===== config.mk =====
export PLATFORM = sky130hd
export DESIGN_NAME = oled_ram_arbiter_flat
export DESIGN_NICKNAME = d
export VERILOG_FILES = /design/src/rtl/oled_pkg.sv /design/src/rtl/oled_ram_arbiter_if.sv /design/src/rtl/oled_ram_arbiter_rr_pick.sv /design/src/rtl/oled_ram_arbiter.sv /design/src/flat_wrapper.sv
export SDC_FILE = /design/constraint.sdc
export NUM_CORES = 1
export LEC_CHECK = 0
export CAP_MARGIN = 10
export CORE_MARGIN = 4
export CORE_UTILIZATION = 46
export DETAILED_ROUTE_END_ITERATION = 8
export PLACE_DENSITY = 0.8
export REMOVE_ABC_BUFFERS = 1
export SYNTH_ARGS = -nofsm -noshare
export SYNTH_HDL_FRONTEND = slang
export SYNTH_SLANG_ARGS = --single-unit

===== constraint.sdc =====
create_clock -name clk_in -period 2.34 [get_ports clk_in]
set_input_delay 0.468 -clock clk_in [delete_from_list [all_inputs] [get_ports clk_in]]
set_output_delay 0.468 -clock clk_in [all_outputs]
set_load 0.01 [all_outputs]

===== src/rtl/oled_pkg.sv =====
// Shared definitions for the OLED frame RAM write path.
// Provides the default frame RAM geometry, the glyph size and the arbiter state type.
package oled_pkg;

    localparam int unsigned OLED_ADDR_W = 9;
    localparam int unsigned OLED_DATA_W = 8;
    localparam int unsigned GLYPH_BYTES = 16;

    typedef enum logic [1:0] {
        IDLE    = 2'd0,
        OWN     = 2'd1,
        RELEASE = 2'd2
    } arb_state_t;

    // Width of an index into n items; never narrower than one bit.
    function automatic int unsigned idx_w(input int unsigned n);
        return (n > 1) ? $clog2(n) : 1;
    endfunction

endpackage


===== src/rtl/oled_ram_arbiter_if.sv =====
// Bundle between the glyph writers and the frame RAM write port.
//   req, cl_wr_en, cl_wr_addr, cl_wr_data : per-writer requests and write streams (writer side)
//   gnt                                   : one-hot ownership grant back to the writers
//   wr_en, wr_addr, wr_data               : frame RAM write port
//   busy, err_drop, timeout_evt           : arbiter status
// The arbiter connects through modport slave, the writer/RAM side through modport master.
interface oled_ram_arbiter_if #(
    parameter int unsigned N_REQ  = 3,
    parameter int unsigned ADDR_W = 9,
    parameter int unsigned DATA_W = 8
) ();

    logic [N_REQ-1:0]        req;
    logic [N_REQ-1:0]        cl_wr_en;
    logic [N_REQ*ADDR_W-1:0] cl_wr_addr;
    logic [N_REQ*DATA_W-1:0] cl_wr_data;
    logic [N_REQ-1:0]        gnt;
    logic                    wr_en;
    logic [ADDR_W-1:0]       wr_addr;
    logic [DATA_W-1:0]       wr_data;
    logic                    busy;
    logic                    err_drop;
    logic                    timeout_evt;

    modport slave (
        input  req, cl_wr_en, cl_wr_addr, cl_wr_data,
        output gnt, wr_en, wr_addr, wr_data, busy, err_drop, timeout_evt
    );

    modport master (
        output req, cl_wr_en, cl_wr_addr, cl_wr_data,
        input  gnt, wr_en, wr_addr, wr_data, busy, err_drop, timeout_evt
    );

endinterface


===== src/rtl/oled_ram_arbiter_rr_pick.sv =====
// Combinational round-robin picker.
//   req_i     : request vector
//   ptr_i     : index with highest priority this round
//   gnt_oh_o  : one-hot of the first set request scanning upward from ptr_i with wrap
//   gnt_idx_o : index of that request
//   valid_o   : at least one request is set
module rr_pick
    import oled_pkg::*;
#(
    parameter int unsigned N_REQ = 3,
    localparam int unsigned IdxW = idx_w(N_REQ)
) (
    input  logic [N_REQ-1:0] req_i,
    input  logic [IdxW-1:0]  ptr_i,
    output logic [N_REQ-1:0] gnt_oh_o,
    output logic [IdxW-1:0]  gnt_idx_o,
    output logic             valid_o
);

    always_comb begin
        int unsigned c;
        logic [IdxW-1:0] c_idx;
        gnt_oh_o  = '0;
        gnt_idx_o = '0;
        valid_o   = 1'b0;
        c         = 0;
        c_idx     = '0;
        for (int unsigned k = 0; k < N_REQ; k++) begin
            c = 32'(ptr_i) + k;
            if (c >= N_REQ) begin
                c = c - N_REQ;
            end
            c_idx = IdxW'(c);
            if (!valid_o && req_i[c_idx]) begin
                valid_o          = 1'b1;
                gnt_oh_o[c_idx]  = 1'b1;
                gnt_idx_o        = c_idx;
            end
        end
    end

endmodule


===== src/rtl/oled_ram_arbiter.sv =====
// Round-robin write-port arbiter for the OLED frame RAM.
//   clk_in   : system clock
//   rst_n_in : asynchronous active-low reset
//   bus      : writer requests/streams in, grant, registered RAM write port and status out
// A grant ends when the owner drops its request, completes MAX_BEATS writes, or stays
// silent for TIMEOUT cycles; a RELEASE cycle then advances the priority pointer.
module oled_ram_arbiter
    import oled_pkg::*;
#(
    parameter int unsigned N_REQ     = 3,
    parameter int unsigned ADDR_W    = OLED_ADDR_W,
    parameter int unsigned DATA_W    = OLED_DATA_W,
    parameter int unsigned MAX_BEATS = GLYPH_BYTES,
    parameter int unsigned TIMEOUT   = 64
) (
    input logic                clk_in,
    input logic                rst_n_in,
    oled_ram_arbiter_if.slave  bus
);

    localparam int unsigned IdxW   = idx_w(N_REQ);
    localparam int unsigned BeatsW = $clog2(MAX_BEATS + 1);
    localparam int unsigned IdleW  = $clog2(TIMEOUT + 1);

    arb_state_t        state_q, state_d;
    logic [IdxW-1:0]   owner_q, owner_d;
    logic [IdxW-1:0]   ptr_q, ptr_d;
    logic [BeatsW-1:0] beats_q, beats_d;
    logic [IdleW-1:0]  idle_q, idle_d;
    logic [N_REQ-1:0]  gnt_q, gnt_d;
    logic              wr_en_q, wr_en_d;
    logic [ADDR_W-1:0] wr_addr_q, wr_addr_d;
    logic [DATA_W-1:0] wr_data_q, wr_data_d;
    logic              err_q, err_d;
    logic              tmo_q, tmo_d;

    logic [N_REQ-1:0]  pick_oh;
    logic [IdxW-1:0]   pick_idx;
    logic              pick_valid;

    logic              own_wr;
    logic              own_req;
    logic [ADDR_W-1:0] own_addr;
    logic [DATA_W-1:0] own_data;
    logic [N_REQ-1:0]  drop_mask;
    logic              hit_beats;
    logic              hit_idle;

    rr_pick #(
        .N_REQ (N_REQ)
    ) u_pick (
        .req_i     (bus.req),
        .ptr_i     (ptr_q),
        .gnt_oh_o  (pick_oh),
        .gnt_idx_o (pick_idx),
        .valid_o   (pick_valid)
    );

    // Owner's slice of the writer buses.
    always_comb begin
        own_wr   = 1'b0;
        own_req  = 1'b0;
        own_addr = '0;
        own_data = '0;
        for (int unsigned i = 0; i < N_REQ; i++) begin
            if (owner_q == IdxW'(i)) begin
                own_wr   = bus.cl_wr_en[i];
                own_req  = bus.req[i];
                own_addr = bus.cl_wr_addr[i*ADDR_W +: ADDR_W];
                own_data = bus.cl_wr_data[i*DATA_W +: DATA_W];
            end
        end
    end

    always_comb begin
        state_d   = state_q;
        owner_d   = owner_q;
        ptr_d     = ptr_q;
        beats_d   = beats_q;
        idle_d    = idle_q;
        gnt_d     = gnt_q;
        wr_en_d   = 1'b0;
        wr_addr_d = wr_addr_q;
        wr_data_d = wr_data_q;
        tmo_d     = 1'b0;
        drop_mask = bus.cl_wr_en;
        hit_beats = 1'b0;
        hit_idle  = 1'b0;

        unique case (state_q)
            IDLE: begin
                if (pick_valid) begin
                    owner_d = pick_idx;
                    gnt_d   = pick_oh;
                    beats_d = '0;
                    idle_d  = '0;
                    state_d = OWN;
                end
            end
            OWN: begin
                // gnt_q is the owner's one-hot, so it masks the owner's strobe out.
                drop_mask = bus.cl_wr_en & ~gnt_q;
                if (own_wr) begin
                    wr_en_d   = 1'b1;
                    wr_addr_d = own_addr;
                    wr_data_d = own_data;
                    beats_d   = beats_q + 1'b1;
                    idle_d    = '0;
                    hit_beats = (beats_d == BeatsW'(MAX_BEATS));
                end else begin
                    idle_d    = idle_q + 1'b1;
                    hit_idle  = (idle_d == IdleW'(TIMEOUT));
                end
                if (!own_req || hit_beats || hit_idle) begin
                    gnt_d   = '0;
                    tmo_d   = hit_idle;
                    state_d = RELEASE;
                end
            end
            RELEASE: begin
                gnt_d   = '0;
                ptr_d   = (owner_q == IdxW'(N_REQ - 1)) ? '0 : owner_q + 1'b1;
                state_d = IDLE;
            end
            default: begin
                gnt_d   = '0;
                state_d = IDLE;
            end
        endcase

        err_d = |drop_mask;
    end

    always_ff @(posedge clk_in or negedge rst_n_in) begin
        if (!rst_n_in) begin
            state_q   <= IDLE;
            owner_q   <= '0;
            ptr_q     <= '0;
            beats_q   <= '0;
            idle_q    <= '0;
            gnt_q     <= '0;
            wr_en_q   <= 1'b0;
            wr_addr_q <= '0;
            wr_data_q <= '0;
            err_q     <= 1'b0;
            tmo_q     <= 1'b0;
        end else begin
            state_q   <= state_d;
            owner_q   <= owner_d;
            ptr_q     <= ptr_d;
            beats_q   <= beats_d;
            idle_q    <= idle_d;
            gnt_q     <= gnt_d;
            wr_en_q   <= wr_en_d;
            wr_addr_q <= wr_addr_d;
            wr_data_q <= wr_data_d;
            err_q     <= err_d;
            tmo_q     <= tmo_d;
        end
    end

    assign bus.gnt         = gnt_q;
    assign bus.wr_en       = wr_en_q;
    assign bus.wr_addr     = wr_addr_q;
    assign bus.wr_data     = wr_data_q;
    assign bus.busy        = (state_q != IDLE);
    assign bus.err_drop    = err_q;
    assign bus.timeout_evt = tmo_q;

endmodule

===== src/flat_wrapper.sv =====
// flat-port wrapper written by rule: the top's interface ports become plain ports
module oled_ram_arbiter_flat import oled_pkg::*;
#(
    parameter int unsigned N_REQ     = 3,
    parameter int unsigned ADDR_W    = OLED_ADDR_W,
    parameter int unsigned DATA_W    = OLED_DATA_W,
    parameter int unsigned MAX_BEATS = GLYPH_BYTES,
    parameter int unsigned TIMEOUT   = 64
)
  (clk_in, rst_n_in, bus_req, bus_cl_wr_en, bus_cl_wr_addr, bus_cl_wr_data, bus_gnt, bus_wr_en, bus_wr_addr, bus_wr_data, bus_busy, bus_err_drop, bus_timeout_evt);
  oled_ram_arbiter_if #(.N_REQ(N_REQ), .ADDR_W(ADDR_W), .DATA_W(DATA_W)) bus_i ();
  input logic clk_in;
  input logic rst_n_in;
  input wire logic [$bits(bus_i.req)-1:0] bus_req;
  input wire logic [$bits(bus_i.cl_wr_en)-1:0] bus_cl_wr_en;
  input wire logic [$bits(bus_i.cl_wr_addr)-1:0] bus_cl_wr_addr;
  input wire logic [$bits(bus_i.cl_wr_data)-1:0] bus_cl_wr_data;
  output wire logic [$bits(bus_i.gnt)-1:0] bus_gnt;
  output wire logic [$bits(bus_i.wr_en)-1:0] bus_wr_en;
  output wire logic [$bits(bus_i.wr_addr)-1:0] bus_wr_addr;
  output wire logic [$bits(bus_i.wr_data)-1:0] bus_wr_data;
  output wire logic [$bits(bus_i.busy)-1:0] bus_busy;
  output wire logic [$bits(bus_i.err_drop)-1:0] bus_err_drop;
  output wire logic [$bits(bus_i.timeout_evt)-1:0] bus_timeout_evt;
  assign bus_i.req = bus_req;
  assign bus_i.cl_wr_en = bus_cl_wr_en;
  assign bus_i.cl_wr_addr = bus_cl_wr_addr;
  assign bus_i.cl_wr_data = bus_cl_wr_data;
  assign bus_gnt = bus_i.gnt;
  assign bus_wr_en = bus_i.wr_en;
  assign bus_wr_addr = bus_i.wr_addr;
  assign bus_wr_data = bus_i.wr_data;
  assign bus_busy = bus_i.busy;
  assign bus_err_drop = bus_i.err_drop;
  assign bus_timeout_evt = bus_i.timeout_evt;
  oled_ram_arbiter #(.N_REQ(N_REQ), .ADDR_W(ADDR_W), .DATA_W(DATA_W), .MAX_BEATS(MAX_BEATS), .TIMEOUT(TIMEOUT)) u_core (.clk_in(clk_in), .rst_n_in(rst_n_in), .bus(bus_i));
endmodule

== Word-level counts from Yosys, hierarchy flattened ==
Cells that the tools add are included.

* Flip-flop bits (word level): 41
* Bits of input ports: 59
* Output and inout port bits: 24
* Logic and storage cells: 119

* $add $sub $neg: 8
* Order comparisons: 9
* Equality and inequality tests: 9
* Multiplexer cells: 58
* Bitwise logic cells: 4
* Reductions and logical operators: 20

{| class="wikitable"
|+ Operators by type and width
! cell !! number
|-
| 2-to-1 mux 9 bit || 3
|-
| 2-to-1 mux 8 bit || 3
|-
| 2-to-1 mux 1 bit || 23
|-
| 2-to-1 mux 2 bit || 9
|-
| 2-to-1 mux 3 bit || 6
|-
| 2-to-1 mux 7 bit || 2
|-
| one-hot mux 7 bit (2 select lines) || 1
|-
| 2-to-1 mux 5 bit || 2
|-
| one-hot mux 5 bit (2 select lines) || 1
|-
| < comparator 2 x 3 -> 1 bit (second input constant) || 3
|-
| AND reduction 2 bit || 4
|-
| adder 7 x 1 -> 7 bit (second input constant) || 1
|-
| equality test 7 bit (second input constant) || 1
|-
| binary-select mux 1 bit (select 2 bit) || 3
|-
| demux 1 bit (select 2 bit) || 3
|-
| greater-or-equal comparator 2 x 1 -> 1 bit (second input constant) || 3
|-
| greater-or-equal comparator 3 x 2 -> 1 bit (second input constant) || 2
|-
| inequality test 2 x 1 -> 1 bit (second input constant) || 3
|-
| bitwise OR 3 bit || 2
|-
| one-hot mux 3 bit (2 select lines) || 1
|-
| subtractor 2 bit (second input constant) || 3
|-
| adder 5 x 1 -> 5 bit (second input constant) || 1
|-
| equality test 5 bit (second input constant) || 1
|-
| logical AND 1 bit || 5
|-
| 15 further kinds || 22
|}

== Logic depth before layout (Yosys ltp) ==
Gate-level depths: netlist of run 1.

* Depth after elaboration: 13
* Mapped depth: 9
* Gate-level depth less buffers: 8

== By module ==
Synthesis of run 1 repeated with hierarchy kept, for this count alone.

* Cell total of the unflattened synthesis: 286
* Area, all modules: 2,457.4 um2

{| class="wikitable"
|+ By module, submodules not included
! module !! instances !! cells each !! area each (um2) !! sequential area each (um2)
|-
| oled_ram_arbiter || 1 || 245 || 2,175.8 || 1,026.0
|-
| rr_pick || 1 || 41 || 281.5 || 0.0
|}

== Worst setup path after synthesis of run 1 ==
No wires, ideal clock.

* Path type: reg2reg
* Start point: reg u_core.ptr_q[0]
* End point: reg u_core.owner_q[1]
* Library setup time: 0.125 ns
* Arrival: 1.992 ns
* Data required time: 2.215 ns
* Path slack: 0.223 ns
* Stages on the path, launching flop included: 9
* Buffers on the path: 1
* Period minus slack after synthesis: 2.117 ns
* Cells stage by stage: dfrtp_1 -> inv_1 -> ha_1 -> buf_2 -> nor2b_1 -> o21ai_0 -> nand3_1 -> o21bai_4 -> mux2_2

* Cells in the longest elaborated chain, start to end: 12
* Elaborated cells between the ends (all ways): 28
* Classes of those cells: add/sub (5); order compare (3); mux (15); reduce/logical (5)

{| class="wikitable"
|+ Ends and longest elaborated chain
! element !! line !! RTL
|-
| start, declared || oled_ram_arbiter.sv:27 || <nowiki>logic [IdxW-1:0] ptr_q, ptr_d;</nowiki>
|-
| start signal, assigned || oled_ram_arbiter.sv:150 || <nowiki>ptr_q <= ptr_d;</nowiki>
|-
| parallel branches: the longest is 12 deep, another holds adder 2 x 1 -> 3 bit || - ||
|-
| end signal, assigned || oled_ram_arbiter.sv:149 || <nowiki>owner_q <= owner_d;</nowiki>
|-
| end, declared || oled_ram_arbiter.sv:26 || <nowiki>logic [IdxW-1:0] owner_q, owner_d;</nowiki>
|}

Parallel ways; which one is timed is not known. The select of a mux whose other input is x is not followed.
A chain may end at the register's enable or synchronous reset.

== Worst setup path after layout of run 1 ==
* Start point: reg u_core.ptr_q[0]
* End point: reg u_core.beats_q[2]

* Cells in the longest elaborated chain, start to end: 13
* Elaborated cells between the ends (all ways): 26
* Classes of those cells: add/sub (5); order compare (3); eq/ne (1); mux (12); reduce/logical (5)

{| class="wikitable"
|+ Ends and longest elaborated chain
! element !! line !! RTL
|-
| parallel branches: the longest is 10 deep, another holds adder 2 x 1 -> 3 bit || - ||
|-
| 2-to-1 mux 1 bit (*) || oled_ram_arbiter_rr_pick.sv:34 || <nowiki>if (!valid_o && req_i[c_idx]) begin</nowiki>
|-
| inequality test 2 x 1 -> 1 bit (no source line) (*) || - ||
|-
| AND reduction 3 bit (no source line) (*) || - ||
|-
| end signal, assigned || oled_ram_arbiter.sv:151 || <nowiki>beats_q <= beats_d;</nowiki>
|-
| end, declared || oled_ram_arbiter.sv:28 || <nowiki>logic [BeatsW-1:0] beats_q, beats_d;</nowiki>
|}

Mark *: on every way between the ends. The select of a mux whose other input is x is not followed.

==> results of run 1 <==
## routing by layer
metal | wire length [microns] | vias to the layer above
met5 | 0 | -
met4 | 132 | 0
li1 | - | 1188
met2 | 3010 | 62
met3 | 288 | 11
met1 | 2750 | 1067
## Yosys cell counts (4+ instances only)
library cell	number	area [sq um]
nand2_1	46	173
dfrtp_1	41	1030
o21ai_0	36	180
a21oi_1	23	115
mux2i_1	22	220
nor2_1	22	82.6
inv_1	11	41.3
clkbuf_1	10	37.5
nand3_1	10	50.1
nor2b_1	9	56.3
ha_1	8	100
buf_2	6	30.0
nand2b_1	6	37.5
o22ai_1	6	37.5
o31ai_1	4	30.0
xor2_1	4	35.0
## final timing paths
kind / from / end / slack [ps] / cells after the start
worst min-delay path: rst_n_in / u_core.beats_q[3] / 220 / 2
max in group asynchronous: rst_n_in / u_core.idle_q[1] / 1760 / 2
worst min register to register: u_core.bus.wr_addr[3] / u_core.bus.wr_addr[3] / 480 / 2
worst max register to register: u_core.ptr_q[0] / u_core.beats_q[2] / 150 / 10
worst max-delay path: u_core.ptr_q[0] / u_core.beats_q[2] / 150 / 10
min in group clk_in: u_core.bus.wr_addr[3] / u_core.bus.wr_addr[3] / 480 / 2
## worst max-delay path, cell delays in order, from the launching register on
cell and delay (ps):
dfrtp_1 400, inv_1 90, ha_1 350, nor2b_1 170, o21ai_0 210, nand3_2 180, buf_4 190, o21bai_4 140
buf_4 180, a21oi_1 80, mux2i_1 130
## kinds of logic after synthesis
kind of cell / after synthesis
AND/OR/NAND/NOR: 105
AO/OA/AOI/OAI: 83
flip-flops: 41
buffers and inverters: 28
multiplexers: 24
adder cells (fa/ha/maj): 8
XOR/XNOR: 5
## state kept, by name (all words and copies together), names as in the netlist
name                    cells
u_core.beats_q              5
u_core.bus.err_drop         1
u_core.bus.gnt              3
u_core.bus.timeout_evt      1
u_core.bus.wr_addr          9
u_core.bus.wr_data          8
u_core.bus.wr_en            1
u_core.idle_q               7
u_core.owner_q              2
u_core.ptr_q                2
u_core.state_q              2
## stage by stage
| step | setup WS (ps) | cell area, sq um | power (mW) | util |
|---|---|---|---|---|
| 5_1_grt | -33.0 | 3590 | 4.23 | 0.689 |
| 6_report | 155 | 3590 | 3.91 | 0.689 |
| 3_3_place_gp | 211 | 3440 | 3.17 | 0.661 |
| 3_5_place_dp | 164 | 3440 | 3.21 | 0.661 |
| 4_1_cts | 163 | 3570 | 3.89 | 0.687 |
| 2_1_floorplan | -418 | 2450 | 2.33 | - |
## where the power goes
group,internal [mW],total (mW),switching [mW]
clock network,0.424,0.669,0.246
logic,1.02,2.12,1.10
registers,0.945,1.11,0.168
total,2.39,3.91,1.51
## layout make-up
class | instances | area [sq um]
fill | 429 | 1620
clock buffer | 5 | 68.8
clock inverter | 3 | 65.1
tap | 70 | 87.6
inverter | 11 | 41.3
sequential | 41 | 1030
multi-input combinational | 225 | 1390
timing repair buffer | 93 | 911
## timing repair
item                                    in CTS  in global routing
endpoints found under the setup margin       0                  1
gates resized for setup                      0                  1
setup buffers                                0                  1
==> summary.txt, run 1 <==
Critical path
  • Worst Path Required: 2560 ps
  • Critical path peak fanout: 7
  • Critical path type: reg2reg
  • Crit path DAT: 2400 ps
  • CP Launch Type: flip-flop
  • Crit. End Element: flip-flop

Synth
  • Yosys warns: 0
  • Synthesized area per cell: 8.58 sq um
  • Async SR Flop Fraction: 1.00
  • #FFs+latches synth: 41
  • Count of cell types in the netlist: 42
  • Compound-gate portion of the synthesized area: 0.201
  • Mux cell area share after synthesis: 0.0962
  • Mapped Area: 2520 sq um
  • Synth Area in Simple Gates: 0.193
  • Post-synth EDFFs: 0
  • Register area share after synthesis: 0.407
  • XOR/XNOR Fraction of Synth Area: 0.0174
  • Largest family of logic cells by synthesized area: compound AO/OA/AOI/OAI gates
  • Most used DFF post-synth: dfrtp_1
  • Syn Inst Count: 294
  • Adder-cell share of the synthesized area: 0.0397

Placed design
  • Final Wtd Congestion: 0.947
  • Port buffer count: 82
  • Cells after DPL: 439
  • DP HPWL: 4.69 mm

Layout
  • Final Non-Filler Cells: 448
  • Fin nets: 444
  • # diodes: 0
  • Area Overhead vs Synth: 42.1%
  • Layout cells sized above 1: 0.0767
  • Commonest cells after routing, fill and taps aside: 81 x clkdlybuf4s50_1, 46 x nand2_1, 41 x dfrtp_1
  • Commonest non-fill, non-tap cell in the layout: clkdlybuf4s50_1

Detailed routing
  • WL per Instance: 13.8 microns
  • DRT Pass-1 Iters: 4
  • Vias/cell: 5.20
  • Initial DRC count: 112
  • Via count: 2,328
  • Final ANT Viol Nets: 0
  • DRT Wirelength: 6.18 mm
  • Post-route DRC: 0

GRT
  • Met1 usage: 0.260
  • Initial antenna violation count: 0
  • First-pass GRT wire length: 10.5 mm
  • Grt total ovfl: 0
  • Vias in the first global route: 2,314
  • Total GRT Usage: 0.202
  • Largest net degree at the start of global routing: 42
  • M3 GR Usage: 0.0318
  • GR Util met2: 0.338
  • GRT Max-Usage Layer: met2

Clock tree
  • Clock Tree Buf Depth: 2
  • Num CTS Buffers: 5
  • Clock-pin slew on the worst setup and hold paths: 90 ps
  • Clk Latency, worst-skew pair: 300 ps
  • Clk sink count: 41
  • CTS tree: done
  • Hold-fix buffers, CTS: 0
  • H-Tree Level Count: 2
  • Clk Tree Root Cell: clkbuf_8

Timing
  • Final setup violation count: 0
  • Max Slew Vio Count: 0
  • Fmax: 458 MHz
  • Tmin final: 2190 ps
  • Hold Slack: 217 ps
  • Slew margin rel.: 0.656
  • Final Hold Viols: 0
  • Worst Tran Pin Value: 516 ps
  • Setup TNS Final: 0 ps
  • Final Cycle Share: 0.934
  • Clock Skews: 12.9 ps

Power and ir drop
  • Pwr dens: 1090 nW/um^2
  • Leak: 1.53 nW
  • Max IR drop VDD: 0.000511 V

Die
  • Die area: 6740 sq um
  • Initial core utilization: 0.485
  • Die width: 82.1 microns
  • Die height: 82.1 microns
  • Io pins: 83
  • Core area: 5200 sq um
  • # rows: 26

Outcome
  • Status: completed

Worst hold path
  • Worst Hold Class: in2async

Job
  • Max-cap viol count: 0
(Power assumes the default switching activity.)
==> run 2, diff against run 1 <==
--- a/config.mk
+++ b/config.mk
@@ -5,7 +5,6 @@
 export SDC_FILE = /design/constraint.sdc
 export NUM_CORES = 1
 export LEC_CHECK = 0
-export CAP_MARGIN = 10
 export CORE_MARGIN = 4
 export CORE_UTILIZATION = 46
 export DETAILED_ROUTE_END_ITERATION = 8
==> results of run 2 <==
No change in the layout: final DEF, timing and power equal those of run 1.
